<file path="src/rtl/spi_cmd_ctrl.sv">
// rtl/spi_cmd_ctrl.sv - SPI frame decoder driving a small byte register bank
// Frames are a command byte (W, INC, ADDR) followed by data bytes; MISO byte comes from tx_data.
module spi_cmd_ctrl #(
    parameter int          NREGS       = 4,
    parameter logic [7:0]  STATUS_BYTE = 8'hA5
) (
    input  logic                 clk,
    input  logic                 rst,
    input  logic                 frame,
    input  logic                 rx_valid,
    input  logic [7:0]           rx_data,
    output logic [7:0]           tx_data,
    output logic [8*NREGS-1:0]   regs_flat,
    output logic                 wr_strobe,
    output logic [5:0]           wr_addr,
    output logic                 err
);

    localparam int AW = (NREGS > 1) ? $clog2(NREGS) : 1;

    typedef enum logic [1:0] {
        S_IDLE,
        S_CMD,
        S_DATA
    } state_t;

    state_t      state_q, state_d;
    logic [5:0]  addr_q, addr_d;
    logic        w_q, w_d;
    logic        inc_q, inc_d;
    logic [7:0]  tx_q, tx_d;
    logic        err_q, err_d;
    logic        strobe_q, strobe_d;
    logic [5:0]  wr_addr_q, wr_addr_d;
    logic        we;
    logic [AW-1:0] we_idx;
    logic [5:0]  next_addr;
    logic [7:0]  regs_q [NREGS];

    function automatic logic in_range(input logic [5:0] a);
        return {1'b0, a} < 7'(NREGS);
    endfunction

    always_comb begin
        state_d   = state_q;
        addr_d    = addr_q;
        w_d       = w_q;
        inc_d     = inc_q;
        tx_d      = tx_q;
        err_d     = err_q;
        strobe_d  = 1'b0;
        wr_addr_d = wr_addr_q;
        we        = 1'b0;
        we_idx    = addr_q[AW-1:0];
        next_addr = addr_q;

        case (state_q)
            S_IDLE: begin
                tx_d = STATUS_BYTE;
                if (frame) begin
                    state_d = S_CMD;
                    err_d   = 1'b0;
                end
            end
            S_CMD: begin
                if (rx_valid) begin
                    w_d     = rx_data[7];
                    inc_d   = rx_data[6];
                    addr_d  = rx_data[5:0];
                    state_d = S_DATA;
                    if (rx_data[7]) begin
                        tx_d = STATUS_BYTE;
                    end else if (in_range(rx_data[5:0])) begin
                        tx_d = regs_q[rx_data[AW-1:0]];
                    end else begin
                        tx_d  = 8'hFF;
                        err_d = 1'b1;
                    end
                end
            end
            S_DATA: begin
                if (rx_valid) begin
                    if (w_q) begin
                        if (in_range(addr_q)) begin
                            we        = 1'b1;
                            strobe_d  = 1'b1;
                            wr_addr_d = addr_q;
                        end else begin
                            err_d = 1'b1;
                        end
                    end
                    next_addr = inc_q ? addr_q + 6'd1 : addr_q;
                    addr_d    = next_addr;
                    // Read data for the following slot is prefetched from the advanced address.
                    if (!w_q) begin
                        if (in_range(next_addr)) begin
                            tx_d = regs_q[next_addr[AW-1:0]];
                        end else begin
                            tx_d  = 8'hFF;
                            err_d = 1'b1;
                        end
                    end
                end
            end
            default: state_d = S_IDLE;
        endcase

        // A byte arriving with the falling frame still commits; only the MISO byte and state reset.
        if (!frame && state_q != S_IDLE) begin
            state_d = S_IDLE;
            tx_d    = STATUS_BYTE;
        end
    end

    always_ff @(posedge clk) begin
        if (rst) begin
            state_q   <= S_IDLE;
            addr_q    <= '0;
            w_q       <= 1'b0;
            inc_q     <= 1'b0;
            tx_q      <= STATUS_BYTE;
            err_q     <= 1'b0;
            strobe_q  <= 1'b0;
            wr_addr_q <= '0;
            for (int i = 0; i < NREGS; i++) begin
                regs_q[i] <= '0;
            end
        end else begin
            state_q   <= state_d;
            addr_q    <= addr_d;
            w_q       <= w_d;
            inc_q     <= inc_d;
            tx_q      <= tx_d;
            err_q     <= err_d;
            strobe_q  <= strobe_d;
            wr_addr_q <= wr_addr_d;
            if (we) begin
                regs_q[we_idx] <= rx_data;
            end
        end
    end

    for (genvar g = 0; g < NREGS; g++) begin : g_flat
        assign regs_flat[8*g +: 8] = regs_q[g];
    end

    assign tx_data   = tx_q;
    assign wr_strobe = strobe_q;
    assign wr_addr   = wr_addr_q;
    assign err       = err_q;

endmodule

</file>
<file path="config.mk">
export PLATFORM = sky130hd
export DESIGN_NAME = spi_cmd_ctrl
export DESIGN_NICKNAME = d
export VERILOG_FILES = /design/src/rtl/spi_cmd_ctrl.sv
export SDC_FILE = /design/constraint.sdc
export NUM_CORES = 1
export LEC_CHECK = 0
export BUFFER_PORTS_ARGS = -buffer_cell sky130_fd_sc_hd__buf_2
export CAP_MARGIN = 20
export CELL_PAD_IN_SITES_DETAIL_PLACEMENT = 0
export CELL_PAD_IN_SITES_GLOBAL_PLACEMENT = 1
export CORE_MARGIN = 2
export CORE_UTILIZATION = 44
export DETAILED_ROUTE_END_ITERATION = 8
export PLACE_DENSITY = 0.81
export SLEW_MARGIN = 40
export SYNTH_ARGS = -nofsm -noshare
export SYNTH_HDL_FRONTEND = slang
export SYNTH_SLANG_ARGS = --single-unit
export TNS_END_PERCENT = 30
</file>
<file path="constraint.sdc">
create_clock -name clk -period 2.4 [get_ports clk]
set_input_delay 0.36 -clock clk [delete_from_list [all_inputs] [get_ports clk]]
set_output_delay 0.36 -clock clk [all_outputs]
set_load 0.05 [all_outputs]
</file>
# Yosys cells after proc, flatten, opt, wreduce, memory -nomap -nowiden
# Memories as Yosys holds them, arrays and structs flattened.
# Cells that the tools add are included.
# W data, S select, Z words.
# op_classes
n_addsub	1
mul	0
div	0
order_cmp	3
n_eq_ne	8
shifts	0
n_mux	36
bitwise_logic	1
n_reduce_logical	14
# ops
op	n
$mux W8	7
$pmux W8 S3	1
$mux W1	19
$lt A6 B3 Y1 const B	3
$mux W6	3
$ne A2 B2 Y1 const B	6
$pmux W6 S2	1
$reduce_and A4 Y1	2
$reduce_or A8 Y1	1
$add A6 B1 Y6 const B	1
$mux W2	3
$pmux W2 S3	1
$reduce_and A3 Y1	2
$reduce_and A6 Y1	1
$reduce_bool A2 Y1	2
$pmux W1 S3	1
$reduce_bool A3 Y1	1
$eq A2 B1 Y1 const B	1
$eq A2 B2 Y1 const B	1
$logic_not A2 Y1	1
$reduce_and A2 Y1	1
$reduce_or A2 Y1	1
$logic_and A1 B1 Y1	1
$logic_not A1 Y1	1
$not A1 Y1	1
# totals
regBits	26
latch_bits	0
ram_bits	32
rom_bits	0
inputBits	12
out_inout_bits	48
wordCells	72
mem_count	1
# memory_table
name	words	word_bits	read_ports	rd_ports_with_merged_regs	wr	line_no	text
regs_q	4	8	6	0	4	38	logic [7:0] regs_q [NREGS];

# Longest topological paths before layout
# logic_depth
word_depth	10
mapped_depth	8
ltp_nobuf	7

# Least setup slack after synthesis
# OpenSTA, ideal clock, no wires.
# synth_timing
kind	reg2reg
startpoint	reg state_q[0]
endpoint	reg tx_q[0], in the netlist tx_data[0]
setup_ps	120
t_arrival_ps	1936
required_time_ps	2280
slack_ps	345
path_stages_with_launch	9
n_path_buf	1
period_less_slack_ps	2055
cell_sequence	dfxtp_1 inv_1 ha_1 buf_6 or2_2 o32a_2 or4b_4 a21oi_1 a21oi_1
# synth_between
elab_chain_cells	3
elab_cells_between_ends	12
cone_classes	5 x eq/ne; 1 x mux; 6 x reduce/logical
# synth_rtl
item	line_no	text
start: declaration	27	state_t state_q, state_d;
start signal: assignment	129	state_q <= state_d;
$eq A2 B2 Y1 (tied with other cells)	57	case (state_q)
$ne A2 B2 Y1 (no line) (tied with other cells)	--	
$reduce_and A4 Y1 (no line) / $reduce_or A2 Y1 (equally long branches)	--	
end signal: assignment	133	tx_q <= tx_d;
end: declaration	31	logic [7:0] tx_q, tx_d;
# Parallel ways exist; a longest one is shown, timed or not.
# A chain may end at the register's enable or synchronous reset.

# Worst setup path in the final report
# layout_timing
startpoint	reg addr_q[1]
endpoint	reg tx_q[7], in the netlist tx_data[7]
# layout_between
elab_chain_cells	7
elab_cells_between_ends	8
cone_classes	1 x add/sub; 1 x order compare; 5 x mux; 1 x memory
# layout_rtl
item	line_no	text
start: declaration	28	logic [5:0] addr_q, addr_d;
start signal: assignment	130	addr_q <= addr_d;
$add A6 B1 Y6	92	next_addr = inc_q ? addr_q + 6'd1 : addr_q;
$mux W6 *	92	
$lt A6 B3 Y1 / $mem_v2 Z4 W8 (equally long branches)	--	
$mux W8 *	96	if (in_range(next_addr)) begin
$mux W8 *	95	if (!w_q) begin
$mux W8 *	82	if (rx_valid) begin
$pmux W8 S3 *	57	
# Every way passes the cells marked *; elsewhere a longest branch is shown, timed or not. The select of a mux whose other input is x is not followed.

==> run_results.csv <==
group,metric,value,unit
status,status,"completed",
synthesis,yosys.area.top_type,"edfxtp_1",
layout,area_growth,18.53,%
synthesis,ys_ff_latch,58,
sta,max_freq,434.0,MHz
global_route,overflow,0,
place,port_buffers,59,
synthesis,syn_area,0.003207,mm^2
clocking,cts_buffer_depth,2,
synthesis,syn-num-nets,291,
floorplan,ios,60,
clocking,clock_latency,0.34,ns
flow_run,maxCapViolations,0,
floorplan,coreArea,0.007137,mm^2
clocking,cts_tree,"built",
sta,fin_skew,0.009710,ns
clocking,cts_setup_buffers,0,
clocking,cts.htree.levels,3,
global_route,grt_max_degree,18,
clocking,clock-sinks,58,
power_and_ir_drop,pwr-share-clk,35.6,%
synthesis,syn_area_per_cell,11.70,um^2
layout,nets,359,
sta,fin_ws,0.09573,ns
critical_path,cp.required,2.63,ns
routing,wl,8.192,mm
worst_hold_path,holdCritPathClass,"input port to flip-flop",
clocking,cts_root_buffer,"clkbuf_8",
power_and_ir_drop,power_frac_seq,44.9,%
sta,min_period,2.304,ns
critical_path,crit_end,"tx_data[7]$_SDFFE_PP1P_",
synthesis,ys_seq_area_share,46.20,%
floorplan,die_w,89.37,um
routing,wl_per_cell,18.37,um
sta,setup_viol,0,
synthesis,yosys-top-cells-area,"edfxtp_1 (30%), dfxtp_1 (16%), mux4_2 (9.1%), and2_1 (6.4%), mux4_1 (4.9%)",
synthesis,yosysWarnings,0,
layout,drive_above_1_share,34.87,%
clocking,clk_pin_slew,0.07,ns
critical_path,r2r-end,"tx_data[7]$_SDFFE_PP1P_",
routing,drt_first_pass_iters,5,
synthesis,async_flop_share,0,%
routing,vias,2478,
critical_path,worstSetupStartpointType,"flip-flop",
clocking,holdBufCountCts,0,
power_and_ir_drop,comb_power_share,19.6,%
floorplan,chipHeight,89.37,um
routing,wl_met1,3.577,mm
global_route,antenna_found_initial,0,
place,place_hpwl,5.815,mm
floorplan,rows,31,
sta,drv_slew,0,
power_and_ir_drop,switching_share,30.79,%
power_and_ir_drop,p_int,1750,uW
clocking,cts_buffers,9,
sta,hold_viol,0,
synthesis,yosysMostFrequentCell,"and2_1",
sta,fin_crit_sh,96.01,%
critical_path,startpoint,"addr_q[1]$_SDFFE_PP0P_",
critical_path,arrival,2.54,ns
sta,slew_headroom,57.73,%
synthesis,synth_cell_types,49,
routing,viasPerCell,5.556,
critical_path,reg2regPathDepth,5,
critical_path,endpoint_kind,"flip-flop",
synthesis,synth_edf_count,32,
place,gp_congestion,0.8358,
routing,route.detailed.drc,0,
power_and_ir_drop,power_switching,778.7,uW
power_and_ir_drop,vdd_drop_max,0.4319,mV
routing,drt_iter0_drc,161,
floorplan,initial_utilization,44.93,%
routing,routed.top_layer,"met4",
critical_path,reg2reg_slack,0.1,ns
synthesis,synthCells,274,
routing,dr_wl_met2,3.865,mm
routing,ant_nets,0,
global_route,grt_usage,21.40,%
synthesis,synth_ff_type,"edfxtp_1",
sta,worst_pin_slew,0.6164,ns
synthesis,synth_top_area_share,29.96,%
power_and_ir_drop,p_leak,0.001514,uW
clocking,cts_resized,0,
sta,setup_tns,0,ns
sta,rsz0062_at_grt,"false",
global_route,grt_pass1_vias,2353,
critical_path,worstSetupPathType,"flip-flop to flip-flop",
floorplan,die_area,0.007987,mm^2
routing,dr_wl_met3,573,um
critical_path,worstPathMaxFanout,9,
critical_path,r2r_start,"addr_q[1]$_SDFFE_PP0P_",
synthesis,synthTopCellsByCount,"and2_1 (33), edfxtp_1 (32), dfxtp_1 (26)",
power_and_ir_drop,p_per_area,665.3,mW/mm^2
layout,n_antenna_cell,0,
global_route,grt_pass1_wl,12.35,mm
place,detailedPlace.worstSlack,0.1373,ns
## layout by cell type (no fill, tap or decap), types with 2 or more instances in the layout
cell	synthesis	layout
buf_4	2	14
and2_2	4	4
a221oi_1	4	4
and3_1	5	5
a22oi_1	6	6
mux4_2	13	13
nand2_1	21	21
ha_1	5	5
or2_2	5	5
and2_1	33	33
and3b_1	2	2
mux2i_1	2	2
nand3_1	9	9
o22ai_1	4	4
inv_1	6	6
dfxtp_1	26	26
edfxtp_1	32	32
nor2_1	12	12
a21oi_1	18	18
o21ai_0	12	12
nor2b_1	3	3
clkinv_2	0	3
buf_2	7	59
clkbuf_8	4	9
a22o_1	2	2
clkinv_4	0	2
a211oi_1	7	7
mux4_1	6	6
## state kept, by name (all words and copies together), names as in the netlist
signal     flops
w_q            1
addr_q         6
wr_addr        6
state_q        2
tx_data        8
inc_q          1
err            1
wr_strobe      1
regs_q        32
## per-stage QoR
stage | utilization, % | total power, uW | cells | cell area (um^2) | hold slack (ns)
2_1_floorplan | - | 1521 | 274 | 3207 | 0.4328
3_3_place_gp | 50.44 | 1641 | 429 | 3600 | 0.4360
3_5_place_dp | 50.54 | 1648 | 430 | 3607 | 0.4391
4_1_cts | 53.26 | 2536 | 446 | 3801 | 0.3170
5_1_grt | 53.26 | 2618 | 446 | 3801 | 0.3249
6_report | 53.26 | 2529 | 446 | 3801 | 0.3261
## power by group through the flow
stage	clock network [uW]	logic (uW)	registers (uW)
final	899	495	1130
after global routing	951	529	1140
after CTS	909	494	1130
after detailed placement	0	493	1160
after global placement	0	486	1150
after floorplan	0	281	1240
## worst max-delay path: stages (launching register included)
cell     delay (ns)
dfxtp_1        0.58
ha_1           0.42
mux2i_1        0.55
mux4_2         0.39
o21ai_0        0.18
a21oi_1        0.09
## kinds of logic (layout without fill, tap and decap cells)
group	Yosys count	after routing	synth area share, %
simple gates	106	106	19.63
xor+xnor	1	1	0.2732
fa+ha+maj	5	5	1.951
buf+inv	23	96	4.682
mux	23	23	15.80
compound gates	58	58	11.47
flops	58	58	46.20
## routing by layer
layer | track usage (%) | up-vias
met5 | 0 | -
met4 | 8.820 | 0
met3 | 4.894 | 16
met2 | 32.73 | 107
met1 | 29.51 | 1185
li1 | - | 1170
## cell type report
cell class	count	area, um^2
Timing Repair Buffer	73	400.4
Inverter	7	26.28
Tap cell	99	123.9
Fill cell	663	3336
Clock inverter	7	70.07
Clock buffer	9	123.9
Multi-Input combinational cell	193	1575
Sequential cell	58	1481
## worst min-delay path by stage
stage	start	to	slack (ns)	cells after the start
finish	rx_data[6]	inc_q$_SDFFE_PP0P_	0.33	3
global route	rx_data[6]	inc_q$_SDFFE_PP0P_	0.32	3
CTS	rx_data[6]	inc_q$_SDFFE_PP0P_	0.32	3
detailed placement	wr_addr[3]$_SDFFE_PP0P_	wr_addr[3]$_SDFFE_PP0P_	0.44	1
global placement	wr_addr[3]$_SDFFE_PP0P_	wr_addr[3]$_SDFFE_PP0P_	0.44	1
floorplan	rst	addr_q[5]$_SDFFE_PP0P_	0.43	1
Note: power is estimated with default switching activity, not from simulation.
